--- config.mk ---
export PLATFORM = sky130hd
export DESIGN_NAME = mem_access_unit
export DESIGN_NICKNAME = d
export VERILOG_FILES = /design/src/rtl/mem_access_unit.sv
export SDC_FILE = /design/constraint.sdc
export NUM_CORES = 1
export LEC_CHECK = 0
export BUFFER_PORTS_ARGS = -buffer_cell sky130_fd_sc_hd__clkbuf_2
export CORE_MARGIN = 1
export CORE_UTILIZATION = 45
export CTS_BUF_LIST = sky130_fd_sc_hd__clkbuf_4 sky130_fd_sc_hd__clkbuf_8
export CTS_CLUSTER_DIAMETER = 200
export DETAILED_ROUTE_END_ITERATION = 7
export PLACE_DENSITY = 0.79
export SLEW_MARGIN = 10
export SYNTH_ARGS = -nofsm -noshare
export SYNTH_HDL_FRONTEND = slang
export SYNTH_SLANG_ARGS = --single-unit
--- constraint.sdc ---
create_clock -name clk -period 6.2 [get_ports clk]
set_clock_uncertainty 0.1 [all_clocks]
set_input_delay 0.31 -clock clk [delete_from_list [all_inputs] [get_ports clk]]
set_output_delay 0.31 -clock clk [all_outputs]
set_load 0.01 [all_outputs]
--- src/rtl/mem_access_unit.sv ---
// Byte-wide bus master: fetches 4-byte instructions, then does an optional byte/word load or store.
// Defining MEMU_BUS_TIMEOUT_EN adds a 256-cycle ack watchdog that parks the unit in HALT with bus_fault set.
module mem_access_unit (
    input  logic        clk,
    input  logic        rst,
    input  logic [15:0] PC,
    input  logic [7:0]  CS,
    input  logic [7:0]  DS,
    input  logic [7:0]  SS,
    input  logic [15:0] ACC,
    input  logic [15:0] V2,
    input  logic        ld_req,
    input  logic        st_req,
    input  logic        use_ss,
    input  logic        wb,
    output logic [31:0] instr,
    output logic        instr_valid,
    output logic [15:0] mem_data,
    output logic        execution_signal,
    output logic        busy,
    output logic [23:0] bus_addr,
    output logic [7:0]  bus_wdata,
    output logic        bus_we,
    output logic        bus_req,
    input  logic        bus_ack,
    input  logic [7:0]  bus_rdata,
    output logic        bus_fault
);

    typedef enum logic [2:0] {FETCH, ISSUE, DATA, EXEC, HALT} state_e;

    state_e      state_q, state_d;
    logic [1:0]  cnt_q, cnt_d;
    logic [31:0] instr_q, instr_d;
    logic [15:0] mem_q, mem_d;
    logic        store_q, store_d;
    logic        byte_q, byte_d;
    logic        use_ss_q, use_ss_d;
    logic        xfer;
    logic        last_data;
    logic        timeout;

    assign xfer      = bus_req & bus_ack;
    assign last_data = byte_q ? (cnt_q == 2'd0) : (cnt_q == 2'd1);

`ifdef MEMU_BUS_TIMEOUT_EN
    logic [7:0] wait_q, wait_d;

    // Counts consecutive unacknowledged request cycles; any ack or idle cycle restarts it.
    assign wait_d  = (bus_req && !bus_ack) ? wait_q + 8'd1 : 8'd0;
    assign timeout = bus_req && !bus_ack && (wait_q == 8'hFF);

    always_ff @(posedge clk) begin
        if (!rst) wait_q <= 8'd0;
        else      wait_q <= wait_d;
    end
`else
    assign timeout = 1'b0;
`endif

    always_ff @(posedge clk) begin
        if (!rst) begin
            state_q  <= FETCH;
            cnt_q    <= 2'd0;
            instr_q  <= 32'h0;
            mem_q    <= 16'h0;
            store_q  <= 1'b0;
            byte_q   <= 1'b0;
            use_ss_q <= 1'b0;
        end else begin
            state_q  <= state_d;
            cnt_q    <= cnt_d;
            instr_q  <= instr_d;
            mem_q    <= mem_d;
            store_q  <= store_d;
            byte_q   <= byte_d;
            use_ss_q <= use_ss_d;
        end
    end

    always_comb begin
        state_d  = state_q;
        cnt_d    = cnt_q;
        instr_d  = instr_q;
        mem_d    = mem_q;
        store_d  = store_q;
        byte_d   = byte_q;
        use_ss_d = use_ss_q;
        case (state_q)
            FETCH: begin
                if (timeout) begin
                    state_d = HALT;
                end else if (xfer) begin
                    instr_d[{cnt_q, 3'b000} +: 8] = bus_rdata;
                    if (cnt_q == 2'd3) begin
                        state_d = ISSUE;
                        cnt_d   = 2'd0;
                    end else begin
                        cnt_d = cnt_q + 2'd1;
                    end
                end
            end
            // Decoder qualifiers are latched here only; a load wins over a store.
            ISSUE: begin
                store_d  = !ld_req && st_req;
                byte_d   = wb;
                use_ss_d = use_ss;
                cnt_d    = 2'd0;
                state_d  = (ld_req || st_req) ? DATA : EXEC;
            end
            DATA: begin
                if (timeout) begin
                    state_d = HALT;
                end else if (xfer) begin
                    if (!store_q) begin
                        if (byte_q) mem_d = {8'h00, bus_rdata};
                        else        mem_d[{cnt_q[0], 3'b000} +: 8] = bus_rdata;
                    end
                    if (last_data) begin
                        state_d = EXEC;
                        cnt_d   = 2'd0;
                    end else begin
                        cnt_d = cnt_q + 2'd1;
                    end
                end
            end
            EXEC:    state_d = FETCH;
            HALT:    state_d = HALT;
            default: state_d = FETCH;
        endcase
    end

    // Bus strobes are masked by rst so nothing is requested while reset is held.
    always_comb begin
        bus_req          = 1'b0;
        bus_we           = 1'b0;
        bus_wdata        = 8'h00;
        bus_addr         = 24'h0;
        busy             = 1'b0;
        instr_valid      = 1'b0;
        execution_signal = 1'b0;
        bus_fault        = 1'b0;
        case (state_q)
            FETCH: begin
                bus_req  = rst;
                bus_addr = {CS, PC + {14'd0, cnt_q}};
                busy     = 1'b1;
            end
            ISSUE: instr_valid = 1'b1;
            DATA: begin
                bus_req   = rst;
                bus_addr  = {(use_ss_q ? SS : DS), ACC + {14'd0, cnt_q}};
                bus_we    = store_q & rst;
                bus_wdata = (store_q && rst) ? (cnt_q[0] ? V2[15:8] : V2[7:0]) : 8'h00;
                busy      = 1'b1;
            end
            EXEC: execution_signal = 1'b1;
            HALT: begin
                busy = 1'b1;
`ifdef MEMU_BUS_TIMEOUT_EN
                bus_fault = 1'b1;
`endif
            end
            default: ;
        endcase
    end

    assign instr    = instr_q;
    assign mem_data = mem_q;

endmodule

# [Word level (Yosys, flattened, before mapping)]
# Cells that the tools add are included.
[classes] add_sub_neg=5 eq_ne=10 shifts=4 n_mux=25 n_bitwise=3 reduce_logical=13
[op_table] operator="24-bit case mux with 2 select lines" count=1
[op_table] operator="16-bit by 2-bit adder with 16-bit output" count=2
[op_table] operator="32-bit bitwise mux" count=1
[op_table] operator="8-bit two-way mux" count=4
[op_table] operator="8-bit by 7-bit variable shift with 32-bit output (first input constant)" count=1
[op_table] operator="8-bit by 7-bit indexed part select with 32-bit output" count=1
[op_table] operator="16-bit bitwise mux" count=1
[op_table] operator="16-bit two-way mux" count=1
[op_table] operator="8-bit by 6-bit variable shift with 16-bit output (first input constant)" count=1
[op_table] operator="8-bit by 6-bit indexed part select with 16-bit output" count=1
[op_table] operator="3-bit two-way mux" count=4
[op_table] operator="3-bit case mux with 4 select lines" count=1
[op_table] operator="2-bit two-way mux" count=4
[op_table] operator="2-bit != test (second input constant)" count=4
[op_table] operator="1-bit two-way mux" count=7
[op_table] operator="5-bit negator with 7-bit output" count=1
[op_table] operator="3-bit by 2-bit == test with 1-bit output (second input constant)" count=2
[op_table] operator="4-bit negator with 6-bit output" count=1
[op_table] operator="2-bit case mux with 3 select lines" count=1
[op_table] operator="3-bit AND reduction" count=2
[op_table] operator="4-bit AND reduction" count=1
[op_table] operator="3-bit by 1-bit == test with 1-bit output (second input constant)" count=1
[op_table] operator="3-bit == test (second input constant)" count=1
[op_table] operator="3-bit zero test" count=1
[op_table] operator="other kinds (13)" count=15
[totals] register_bits=56

# [Longest topological paths before layout]
[depth] ltp_word=6 depth_mapped=13 mapped_depth_nobuf=9

# [Least setup slack after synthesis]
# No wires, ideal clock.
[synth_timing] path_type="reg2out" from="reg state_q[1]" to="out bus_addr[15]" arrival_time_ns=2.660 path_slack_ns=3.130 path_stages_with_launch=13 n_path_buf=3 cell_sequence="dfxtp_1 > buf_4 > or3b_4 > buf_6 > clkbuf_1 > nand2_1 > nand2_1 > ha_1 > a21oi_1 > a211oi_2 > nand4_2 > or3_1 > a21oi_1"
[synth_via] elab_chain_len=2 elab_cells_between_ends=3
[synth_lines] item="from (decl)" line_no="32" rtl="state_e state_q, state_d;"
[synth_lines] item="from (signal assigned)" line_no="71" rtl="state_q <= state_d;"
[synth_lines] item="3-bit by 2-bit == test with 1-bit output or 3-bit zero test (tied branches)" line_no="143" rtl="case (state_q)"
[synth_lines] item="24-bit case mux with 2 select lines (*)" line_no="143"
[synth_lines] item="to (decl)" line_no="21" rtl="output logic [23:0] bus_addr,"
# Mark *: on every way between the ends. The rest lies on a longest branch, timed or not.

# [Final worst setup path]
[layout_timing] from="reg state_q[1]" to="out bus_addr[8]"
# Same word-level chain as after synthesis.

==> results.py <==
metrics = {
    "global_routing": {
        "grt_overflow": 0,
        "grt_max_degree": 59,
        "grt_antenna_before_repair": 0,
        "grt_pass1_vias": 3293,
        "grt_usage": 0.234,
        "grt_pass1_wl_mm": 15.6,
    },
    "critical_path": {
        "startpoint_type": "flip-flop",
        "path_max_fanout": 36,
        "worstPathRequired_ns": 5.79,
        "end_kind": "output port",
        "cp.arrival_ns": 3.67,
        "rrSetupSlack_ns": 3.09,
        "worst-setup-path-type": "flip-flop to output port",
    },
    "clocking": {
        "cts_tree": "yes",
        "cts_buffer_depth": 2,
        "clockRootBuffer": "clkbuf_8",
        "postCtsSetupBuffers": 0,
        "ctsHoldBuffers": 0,
        "htree_levels": 2,
        "clock-sinks": 56,
        "worstSkewPairLatency_ns": 0.31,
        "cts-buffers-inserted": 5,
        "clkSlewWorstSetupHoldPaths_ns": 0.10,
        "post_cts_resize_count": 0,
    },
    "yosys": {
        "synth_edf_count": 0,
        "yosys-top-cells-area": "dfxtp_1 32%, mux2i_1 10%, a21boi_0 7.3%, nand2_1 5.9%, nand3_1 5.6%",
        "synthTopCellsByCount": "56 x dfxtp_1, 55 x nand2_1, 39 x nand3_1",
        "synth_top_area_cell": "dfxtp_1",
        "synth.distinct_cells": 56,
        "synth-async-reset-ratio": 0,
        "synth_seq_cells": 56,
        "yosysMostFrequentCell": "dfxtp_1",
        "synth_cells": 422,
        "ys_warn_count": 0,
        "synth_fp_nets": 519,
        "synth_flop_cell": "dfxtp_1",
        "syn_area_sq_um": 3480,
        "ys_seq_area_frac": 0.322,
        "synth_top_area_frac": 0.322,
        "syn_area_per_cell_sq_um": 8.24,
    },
    "run": {
        "drv_cap": 0,
    },
    "sta": {
        "tns_ns": 0,
        "rsz0062_at_grt": "false",
        "fin_crit_ns": 4.08,
        "fmax_mhz": 245,
        "setup_viol": 0,
        "max_slew.worst_pin.slew_ns": 0.906,
        "slew_headroom": 0.396,
        "drv_slew": 0,
        "finalHoldViolations": 0,
        "min_period_over_period": 0.657,
    },
    "cells_and_area": {
        "drive_gt1_frac": 0.339,
        "n_fill_cell": 705,
        "nNetsFinal": 669,
        "diodes": 0,
        "finalInstanceArea_sq_um": 4430,
        "area_delta_synth_final_pct": 27.3,
    },
    "floorplanning": {
        "rows": 31,
        "start_util": 0.472,
        "io-pin-count": 173,
        "core_sq_um": 7370,
        "die_area_sq_um": 8090,
        "die_h_microns": 89.9,
        "fp.dieW_microns": 89.9,
    },
    "route": {
        "vias_per_cell": 5.19,
        "wirelength_mm": 9.56,
        "drtAntennaViolNets": 0,
        "drt-wirelength-per-cell_microns": 14.2,
        "drtIter0Drc": 88,
        "vias": 3491,
        "drtPass1Iterations": 4,
        "drc": 0,
    },
    "placed_design": {
        "io_buffers": 171,
        "place_area_sq_um": 4340,
        "hpwl_mm": 7.35,
        "place.gp.congestion": 0.892,
    },
    "status": {
        "outcome": "finished, final reports clean",
    },
    "hold_path": {
        "min_path_type": "input port to flip-flop",
    },
    "power": {
        "p_leak_uw": 0.00198,
        "power_density_nw_per_um2": 158,
        "vdd_drop_max_mv": 0.0807,
    },
}
layout by cell type, fill, tap and decap left out, types with 2 or more instances in the layout:
cell type and n:
o21ai_1 3, nor2_1 33, a211oi_1 11, o21ai_0 3
nand3_1 39, a21boi_0 34, ha_1 9, xor2_1 7
dfxtp_1 55, nor3b_2 3, xnor2_1 4, nand3b_1 3
clkbuf_2 171, inv_1 5, and4_1 2, nor3_1 4
nor2b_1 18, mux2i_1 35, a21oi_1 8, clkbuf_8 5
and2_1 11, nor3b_1 6, nand4_1 2, a22oi_1 8
nand2_1 55, mux2_2 4, and3_1 5
worst max-delay path, stage by stage, from the launching register on:
cell and delay (ns):
dfxtp_2 0.76, nor3b_2 0.81, nand2_1 0.11, nand2_1 0.08
ha_1 0.15, inv_1 0.06, fa_1 0.53, nor3_2 0.29
o21ai_1 0.09, a221oi_1 0.27, clkbuf_2 0.19
registers in the layout, indices dropped and copies added, names as in the netlist:
register	cells
mem_data	16
byte_q	1
instr	32
state_q	3
store_q	1
use_ss_q	1
cnt_q	2
where the power goes:
part | internal (uW) | switching [uW] | total, uW
logic | 58.3 | 68.6 | 127
registers | 363 | 6.22 | 369
clock network | 81.2 | 123 | 205
total | 503 | 198 | 701
cell type report:
cell class | count | area [sq um] | share of cell area
Clock buffer | 5 | 68.8 | 0.0155
Clock inverter | 3 | 22.5 | 0.00509
Inverter | 6 | 22.5 | 0.00509
Multi-Input combinational cell | 332 | 2210 | 0.500
Sequential cell | 56 | 1120 | 0.253
Tap cell | 99 | 124 | 0.0280
Timing Repair Buffer | 171 | 856 | 0.193
layer usage:
layer  up-vias  global-route usage  part of all wire
li1       1779                   -                 -
met1      1589               0.297              0.43
met2       111               0.396              0.50
met3        12              0.0491             0.051
met4         0              0.0753             0.013
met5         -                   0                 0
kinds of logic (layout without fill, tap and decap cells):
family / Yosys count / after routing / share of synthesized area
xor gates and xnor gates: 11 / 11 / 0.0277
AOI/OAI and AO/OA: 78 / 78 / 0.163
adders and majority gates: 10 / 10 / 0.0381
muxes: 41 / 41 / 0.124
DFF: 56 / 56 / 0.322
and+or+nand+nor: 191 / 191 / 0.282
buffers and inverters: 34 / 185 / 0.0417
other: 1 / 1 / 0.00108
final timing paths:
| check | from | depth (start not counted) | end |
|---|---|---|---|
| worst max-delay path | state_q[1] | 10 | bus_addr[8] |
| worst min-delay path | wb | 3 | byte_q |
| worst max register to register | cnt_q[0] | 5 | instr[21] |
| worst min register to register | instr[12] | 2 | instr[12] |
stage by stage:
stage	setup slack, ns	power, uW	cells	util	hold slack, ns
5_1_grt	1.75	735	672	0.601	0.157
3_3_place_gp	2.20	503	664	0.588	0.354
3_5_place_dp	2.06	504	664	0.588	0.364
6_report	2.12	701	672	0.601	0.157
4_1_cts	1.69	707	672	0.601	0.148
2_1_floorplan	3.13	443	422	-	0.368
(Power assumes the default switching activity.)
